<file path="src/rtl/uart_tx_serializer.sv">
// uart_tx_serializer
// UART transmit serializer fed by a baud-rate strobe. Bytes arrive over a
// valid/ready handshake into a one-entry holding register and are shifted out
// LSB-first as start / data / optional parity / stop frames. The holding
// register lets the next frame start directly after the last stop bit.
module uart_tx_serializer #(
   parameter int DATA_BITS  = 8,
   parameter int STOP_BITS  = 1,
   parameter int PARITY_EN  = 0,
   parameter int PARITY_ODD = 0
) (
   input  logic                 clk,
   input  logic                 reset,
   input  logic                 baud_clk,
   input  logic [DATA_BITS-1:0] tx_data,
   input  logic                 tx_valid,
   output logic                 tx_ready,
   output logic                 serial_out,
   output logic                 tx_busy
);

   typedef enum logic [2:0] {
      IDLE,
      START,
      DATA,
      PARITY,
      STOP
   } txState_t;

   localparam logic [2:0] LAST_BIT  = 3'(DATA_BITS - 1);
   localparam logic       LAST_STOP = 1'(STOP_BITS - 1);

   txState_t             state_q;
   logic [DATA_BITS-1:0] hold_q;
   logic                 holdFull_q;
   logic [DATA_BITS-1:0] shift_q;
   logic [2:0]           bitCnt_q;
   logic                 stopCnt_q;
   logic                 parity_q;
   logic                 serialOut_q;
   logic                 busy_q;

   logic                 accept_d;
   logic                 startFrame_d;
   logic                 loadParity_d;

   // Handshake, frame-start decision and the parity of the byte about to be
   // loaded. A frame starts either from IDLE or straight out of the final
   // stop period, so back-to-back frames need no idle gap.
   always_comb begin
      accept_d     = tx_valid && !holdFull_q;
      startFrame_d = baud_clk && holdFull_q &&
                     ((state_q == IDLE) ||
                      ((state_q == STOP) && (stopCnt_q == LAST_STOP)));
      loadParity_d = (PARITY_ODD != 0) ? ~^hold_q : ^hold_q;
   end

   // Transmit FSM with the holding register; every line change is registered
   // and only happens on a baud strobe. Accept and drain never collide
   // because accept needs an empty hold and drain needs a full one.
   always_ff @(posedge clk) begin
      if (reset) begin
         state_q     <= IDLE;
         hold_q      <= '0;
         holdFull_q  <= 1'b0;
         shift_q     <= '0;
         bitCnt_q    <= 3'd0;
         stopCnt_q   <= 1'b0;
         parity_q    <= 1'b0;
         serialOut_q <= 1'b1;
         busy_q      <= 1'b0;
      end else begin
         if (accept_d) begin
            hold_q     <= tx_data;
            holdFull_q <= 1'b1;
         end
         if (startFrame_d) begin
            state_q     <= START;
            serialOut_q <= 1'b0;
            shift_q     <= hold_q;
            parity_q    <= loadParity_d;
            holdFull_q  <= 1'b0;
            bitCnt_q    <= 3'd0;
            stopCnt_q   <= 1'b0;
            busy_q      <= 1'b1;
         end else if (baud_clk) begin
            case (state_q)
               START: begin
                  state_q     <= DATA;
                  serialOut_q <= shift_q[0];
               end
               DATA: begin
                  if (bitCnt_q != LAST_BIT) begin
                     shift_q     <= shift_q >> 1;
                     serialOut_q <= shift_q[1];
                     bitCnt_q    <= bitCnt_q + 3'd1;
                  end else if (PARITY_EN != 0) begin
                     state_q     <= PARITY;
                     serialOut_q <= parity_q;
                  end else begin
                     state_q     <= STOP;
                     serialOut_q <= 1'b1;
                     stopCnt_q   <= 1'b0;
                  end
               end
               PARITY: begin
                  state_q     <= STOP;
                  serialOut_q <= 1'b1;
                  stopCnt_q   <= 1'b0;
               end
               STOP: begin
                  serialOut_q <= 1'b1;
                  if (stopCnt_q == LAST_STOP) begin
                     state_q <= IDLE;
                     busy_q  <= 1'b0;
                  end else begin
                     stopCnt_q <= stopCnt_q + 1'b1;
                  end
               end
               default: begin
                  state_q     <= IDLE;
                  serialOut_q <= 1'b1;
                  busy_q      <= 1'b0;
               end
            endcase
         end
      end
   end

   assign tx_ready   = ~holdFull_q;
   assign serial_out = serialOut_q;
   assign tx_busy    = busy_q;

endmodule

</file>
<file path="config.mk">
export PLATFORM = sky130hd
export DESIGN_NAME = uart_tx_serializer
export DESIGN_NICKNAME = d
export VERILOG_FILES = /design/src/rtl/uart_tx_serializer.sv
export SDC_FILE = /design/constraint.sdc
export NUM_CORES = 1
export LEC_CHECK = 0
export ABC_AREA = 0
export CAP_MARGIN = 0
export CORE_MARGIN = 10
export CORE_UTILIZATION = 48
export DETAILED_ROUTE_END_ITERATION = 8
export GPL_TIMING_DRIVEN = 0
export PLACE_DENSITY = 0.76
export SLEW_MARGIN = 20
export SYNTH_ARGS = -nofsm -noshare
export SYNTH_HDL_FRONTEND = slang
export SYNTH_SLANG_ARGS = --single-unit
export TNS_END_PERCENT = 30
</file>
<file path="constraint.sdc">
create_clock -name clk -period 1.4 [get_ports clk]
set_input_delay 0.42 -clock clk [delete_from_list [all_inputs] [get_ports clk]]
set_output_delay 0.42 -clock clk [all_outputs]
set_load 0.01 [all_outputs]
</file>
==> flow_summary.json, run 1 <==
{
  "post_synth_num_cell_types": 29,
  "cp_max_fo": 7,
  "synth_common_cells": "dfxtp_1 (25), nor2_1 (22), mux2i_1 (15)",
  "cts.path.max_buffers": 2,
  "viasPerCell": 5.07,
  "yosys_warnings": 0,
  "drt_iter0_drc": 36,
  "portBuffers": 14,
  "crit_required_ns": 1.65,
  "min_period_ns": 1.47,
  "vias": 846,
  "ys_dominant_reg_cell": "dfxtp_1",
  "status": "complete, but fails checks",
  "dp_hpwl_mm": 1.57,
  "synth_top_area_cell": "dfxtp_1",
  "worst-r2r-setup-slack_ns": -0.07,
  "drive_gt1_frac": 0.281,
  "ir_worst_vdd_uv": 736,
  "initial_core_util": 0.514,
  "grt.total_usage": 0.0905,
  "h-tree-depth": 1,
  "maxClockFrequency_mhz": 681,
  "hold_buffers": 0,
  "cts_made_buffers": 3,
  "std_cell_rows": 17,
  "die_y_um": 69.4,
  "failed_checks": "setup timing",
  "ys_seq_area_frac": 0.428,
  "cts_tree": "built",
  "netlist.area_leader.share": 0.428,
  "avgRoutedWirePerCell_um": 12.7,
  "clockRootBuffer": "clkbuf_4",
  "die-area_um2": 4810,
  "clkLatencyLatePin_ns": 0.32,
  "cts_sinks": 25,
  "antenna_found_initial": 0,
  "die_w_um": 69.4,
  "crit_arrival_ns": 1.72,
  "synth_area_um2": 1170,
  "antennaDiodeCount": 0,
  "worstPathCellList": "ha_4 > ha_4 > nor3b_4 > o21a_4 > buf_12 > nor2_2 > a211oi_2",
  "cpPeakStageDelay_ns": 0.36,
  "setup_viol": 8,
  "timing.final.ws_setup_ns": -0.0682,
  "avgSynthCellArea_um2": 10.0,
  "ys_seq_elements": 25,
  "grt_max_degree": 15,
  "n_fill_cell": 194,
  "r2r_start": "bitCnt_q[1]",
  "cap_viol_max_count": 0,
  "first_global_vias": 886,
  "startpoint": "bitCnt_q[1]",
  "worst_pin_slew_ns": 0.281,
  "cpMostUsedCell": "ha_4",
  "synth_area_leaders": "dfxtp_1 (43%), mux2i_1 (13%), a211oi_2 (7.5%)",
  "drtPass1Iterations": 4,
  "period_share": 1.05,
  "drc": 0,
  "leakagePower_uw": 0.000538,
  "endpoint": "shift_q[6]",
  "drt-total-wl_mm": 2.12,
  "synth_fp_nets": 131,
  "pre_cts_slack_ns": -0.670,
  "finalMaxSlewViolations": 0,
  "rr_endpoint": "shift_q[6]",
  "grt_overflow": 0,
  "path_clk_slew_ns": 0.15,
  "synth_edf_count": 0,
  "ff2ff_path_depth": 7,
  "pin_count": 15,
  "grt_pass1_wl_mm": 3.82,
  "rsz0062_at_grt": "yes",
  "yosysMostFrequentCell": "dfxtp_1",
  "min_path_type": "flop to flop",
  "holdWs_ns": 0.486,
  "finalHoldViolCount": 0,
  "synthArstFlopShare": 0,
  "clock_skew_ns": 0.0133,
  "cp-start-kind": "flop",
  "critPathCaptureType": "flop",
  "nets": 154,
  "power_density_nw_per_um2": 945,
  "synth_cells": 117,
  "antenna_left": 0,
  "critPathSlowestCell": "dfxtp_2",
  "slew_headroom": 0.812,
  "areaGrowthSynthToFinish_pct": 24.5,
  "core-area_um2": 2280,
  "place_congestion": 0.715,
  "path_class": "flop to flop"
}
[power breakdown]
part	switching [µW]	internal [µW]	leakage, µW
logic	127	148	0.000314
registers	25.8	754	0.000206
clock network	216	107	0.0000177
[area by class of cell]
class | count | area, µm² | area share
multi-input cells | 82 | 619 | 0.425
flip-flops and latches | 25 | 507 | 0.348
repair buffers | 18 | 185 | 0.127
plain buffers | 8 | 75.1 | 0.0515
well taps | 28 | 35.0 | 0.0241
clock buffers | 3 | 22.5 | 0.0155
inverters | 2 | 7.51 | 0.00515
clock inverters | 1 | 5.00 | 0.00344
[state kept, by name, indices dropped and copies added, names as in the netlist]
signal / cells
serial_out: 1
hold_q: 8
holdFull_q: 1
tx_busy: 1
bitCnt_q: 3
state_q: 3
shift_q: 8
[stage by stage]
step | cell area, µm² | util | instances | power [µW] | TNS [ns]
6_report | 1460 | 0.640 | 167 | 1380 | -0.353
5_1_grt | 1460 | 0.640 | 167 | 1450 | -1.16
4_1_cts | 1400 | 0.614 | 163 | 1370 | -0.661
3_5_place_dp | 1370 | 0.603 | 159 | 1060 | -13.77
3_3_place_gp | 1370 | 0.603 | 159 | 1050 | -13.67
2_1_floorplan | 1200 | - | 117 | 977 | -0.0806
[how the worst min path moves through the flow]
stage,startpoint,to,slack [ns],cells after the start
after floorplan,hold_q[7],shift_q[7],0.43,2
after global placement,serial_out,serial_out,0.45,2
after detailed placement,shift_q[7],shift_q[7],0.47,2
after CTS,hold_q[7],shift_q[7],0.49,2
after global routing,bitCnt_q[1],bitCnt_q[1],0.51,2
final,hold_q[7],shift_q[7],0.49,2
[metal layers]
layer,GRT usage,vias up,part of all wire
met5,0,-,0
met4,0.0333,0,0.011
met2,0.149,10,0.47
li1,-,443,-
met1,0.109,391,0.49
met3,0.0243,2,0.028
[cells by family (layout without fill, tap and decap cells)]
kind of cell | after synthesis | count (layout) | synth area share
AOI/OAI and AO/OA | 21 | 21 | 0.148
xor gates and xnor gates | 1 | 1 | 0.00749
adders and majority gates | 2 | 2 | 0.0214
buffers and inverters | 10 | 32 | 0.0663
DFF | 25 | 25 | 0.428
muxes | 15 | 15 | 0.128
and+or+nand+nor | 43 | 43 | 0.201
[cells in the final DEF (no fill, tap or decap), types with 4 or more instances in the layout]
cell type | netlist | final
a211oi_2 | 7 | 7
a21oi_1 | 9 | 9
clkbuf_4 | 0 | 4
mux2i_1 | 15 | 15
nor2_1 | 22 | 21
nor2_2 | 3 | 4
buf_6 | 3 | 4
dfxtp_1 | 25 | 22
nand2_1 | 5 | 5
clkdlybuf4s50_1 | 0 | 10
[what timing repair did]
action,CTS,global route
resized for setup,12,6
gates cloned,0,1
pin swaps,3,3
setup endpoints to repair,27,21
buffers inserted,0,3
[worst max-delay path, delay by kind of cell (launching register included)]
kind	cells	cell delay, ns
buffers and inverters	1	0.13
flip-flops	1	0.36
AO/OA/AOI/OAI	2	0.36
adder cells (fa/ha/maj)	2	0.33
AND/OR/NAND/NOR	2	0.24
No activity file was read; power rests on OpenSTA's default activity.
==> inputs of run 2 (changes only) <==
Settings changed: CAP_MARGIN 0 to default.
==> results of run 2 <==
The final DEF is identical to that of run 1; final timing and power are the same.
==> inputs of run 3 (changes only) <==
Settings changed: PLACE_DENSITY 0.76 to 0.75.
==> flow_summary.json, run 3 (synthesis results as in run 1) <==
{
  "power_density_nw_per_um2": 948,
  "critPathCaptureType": "flop",
  "viasPerCell": 5.12,
  "drc": 0,
  "setup_viol": 10,
  "timing.final.ws_setup_ns": -0.126,
  "clkLatencyLatePin_ns": 0.32,
  "largestRegisters": "hold_q: 8 flops, shift_q: 8 flops",
  "dp_hpwl_mm": 1.57,
  "most-common-layout-cells": "nor2_1 (22), dfxtp_1 (22), mux2i_1 (15), clkdlybuf4s50_1 (10), a21oi_1 (9)",
  "portBuffers": 14,
  "grtUsageMet2": 0.138,
  "antennaDiodeCount": 0,
  "cap_viol_max_count": 0,
  "top_usage_layer": "met2",
  "finalHoldViolCount": 0,
  "path_clk_slew_ns": 0.15,
  "clock_skew_ns": 0.00770,
  "h-tree-depth": 1,
  "drt-total-wl_mm": 2.31,
  "hold_path_end": "shift_q[7]",
  "ff2ff_path_depth": 7,
  "antenna_left": 0,
  "n_fill_cell": 177,
  "cts.path.max_buffers": 2,
  "cts_tree": "built",
  "areaGrowthSynthToFinish_pct": 26.4,
  "min_path_type": "flop to flop",
  "hold_depth": 2,
  "finalMaxSlewViolations": 0,
  "die-area_um2": 4810,
  "cp_max_fo": 7,
  "min_period_ns": 1.53,
  "drive_gt1_frac": 0.303,
  "place_congestion": 0.690,
  "status": "complete, but fails checks",
  "cp-start-kind": "flop",
  "r2r_start": "bitCnt_q[1]",
  "rr_endpoint": "shift_q[6]",
  "grtUsageMet1": 0.110,
  "grt_pass1_wl_mm": 3.58,
  "holdWs_ns": 0.480,
  "hp-start": "hold_q[7]",
  "nets": 157,
  "drt_iter0_drc": 34,
  "slew_headroom": 0.806,
  "crit_required_ns": 1.65,
  "std_cell_rows": 17,
  "maxClockFrequency_mhz": 655,
  "grt.total_usage": 0.0852,
  "period_share": 1.09,
  "stdcell_count": 170,
  "first_global_vias": 802,
  "ir_worst_vdd_uv": 999,
  "initial_core_util": 0.514,
  "die_w_um": 69.4,
  "cts_made_buffers": 3,
  "use_met3": 0.0200,
  "grt_max_degree": 16,
  "worst_pin_slew_ns": 0.291,
  "worst-r2r-setup-slack_ns": -0.13,
  "clockRootBuffer": "clkbuf_4",
  "pin_count": 15,
  "path_class": "flop to flop",
  "grt_overflow": 0,
  "drtPass1Iterations": 4,
  "core-area_um2": 2280,
  "antenna_found_initial": 0,
  "die_y_um": 69.4,
  "vias": 871,
  "pre_cts_slack_ns": -0.715,
  "crit_arrival_ns": 1.77,
  "avgRoutedWirePerCell_um": 13.6,
  "rsz0062_at_grt": "yes",
  "cts_sinks": 25,
  "dp_cells": 159,
  "failed_checks": "setup timing",
  "leakagePower_uw": 0.000551
}
-- run 3: what timing repair did --
item,in CTS,in global routing
setup endpoints to repair,27,15
hold buffers,0,0
hold endpoints to repair,0,0
cloned,0,1
resized for setup,12,7
pin swaps,2,4
buffers inserted,0,6
-- run 3: layer usage --
| layer | routed length (µm) | up-vias | part of all wire |
|---|---|---|---|
| li1 | - | 450 | - |
| met1 | 1140 | 404 | 0.49 |
| met2 | 1090 | 15 | 0.47 |
| met3 | 73 | 2 | 0.032 |
| met4 | 16 | 0 | 0.0069 |
| met5 | 0 | - | 0 |
-- run 3: worst max-delay path by stage --
stage | to | from | slack, ns | cells past startpoint
5_1_grt | shift_q[4] | bitCnt_q[1] | -0.19 | 7
4_1_cts | shift_q[6] | bitCnt_q[0] | -0.14 | 7
3_3_place_gp | hold_q[1] | reset | -0.67 | 4
3_5_place_dp | hold_q[6] | reset | -0.72 | 4
2_1_floorplan | shift_q[4] | bitCnt_q[0] | -0.03 | 7
6_report | shift_q[6] | bitCnt_q[1] | -0.13 | 7
-- run 3: area by class of cell --
| class | instances | area [µm²] | share of cell area |
|---|---|---|---|
| Sequential cell | 25 | 507 | 0.343 |
| Multi-Input combinational cell | 82 | 628 | 0.425 |
| Buffer | 8 | 72.6 | 0.0491 |
| Timing Repair Buffer | 21 | 199 | 0.135 |
| Tap cell | 28 | 35.0 | 0.0237 |
| Clock inverter | 1 | 7.51 | 0.00508 |
| Clock buffer | 3 | 22.5 | 0.0152 |
| Inverter | 2 | 7.51 | 0.00508 |
-- run 3: stage by stage --
step | TNS (ns) | utilization | power [µW] | cell area [µm²]
finish | -0.727 | 0.650 | 1400 | 1480
global route | -1.40 | 0.650 | 1470 | 1480
CTS | -0.574 | 0.615 | 1380 | 1400
detailed placement | -14.20 | 0.603 | 1060 | 1370
global placement | -13.65 | 0.603 | 1050 | 1370
floorplan | -0.0806 | - | 977 | 1200
-- run 3: critical path, cell delays in order, from the launching register on --
cell	delay, ns
dfxtp_2	0.36
ha_4	0.16
ha_4	0.16
nor3b_4	0.22
o21a_4	0.23
buf_12	0.13
nor2_2	0.03
a211oi_2	0.17
-- run 3: where the power goes --
group / internal (µW) / switching, µW
sequential: 754 / 27.7
clock: 109 / 226
combinational: 153 / 132
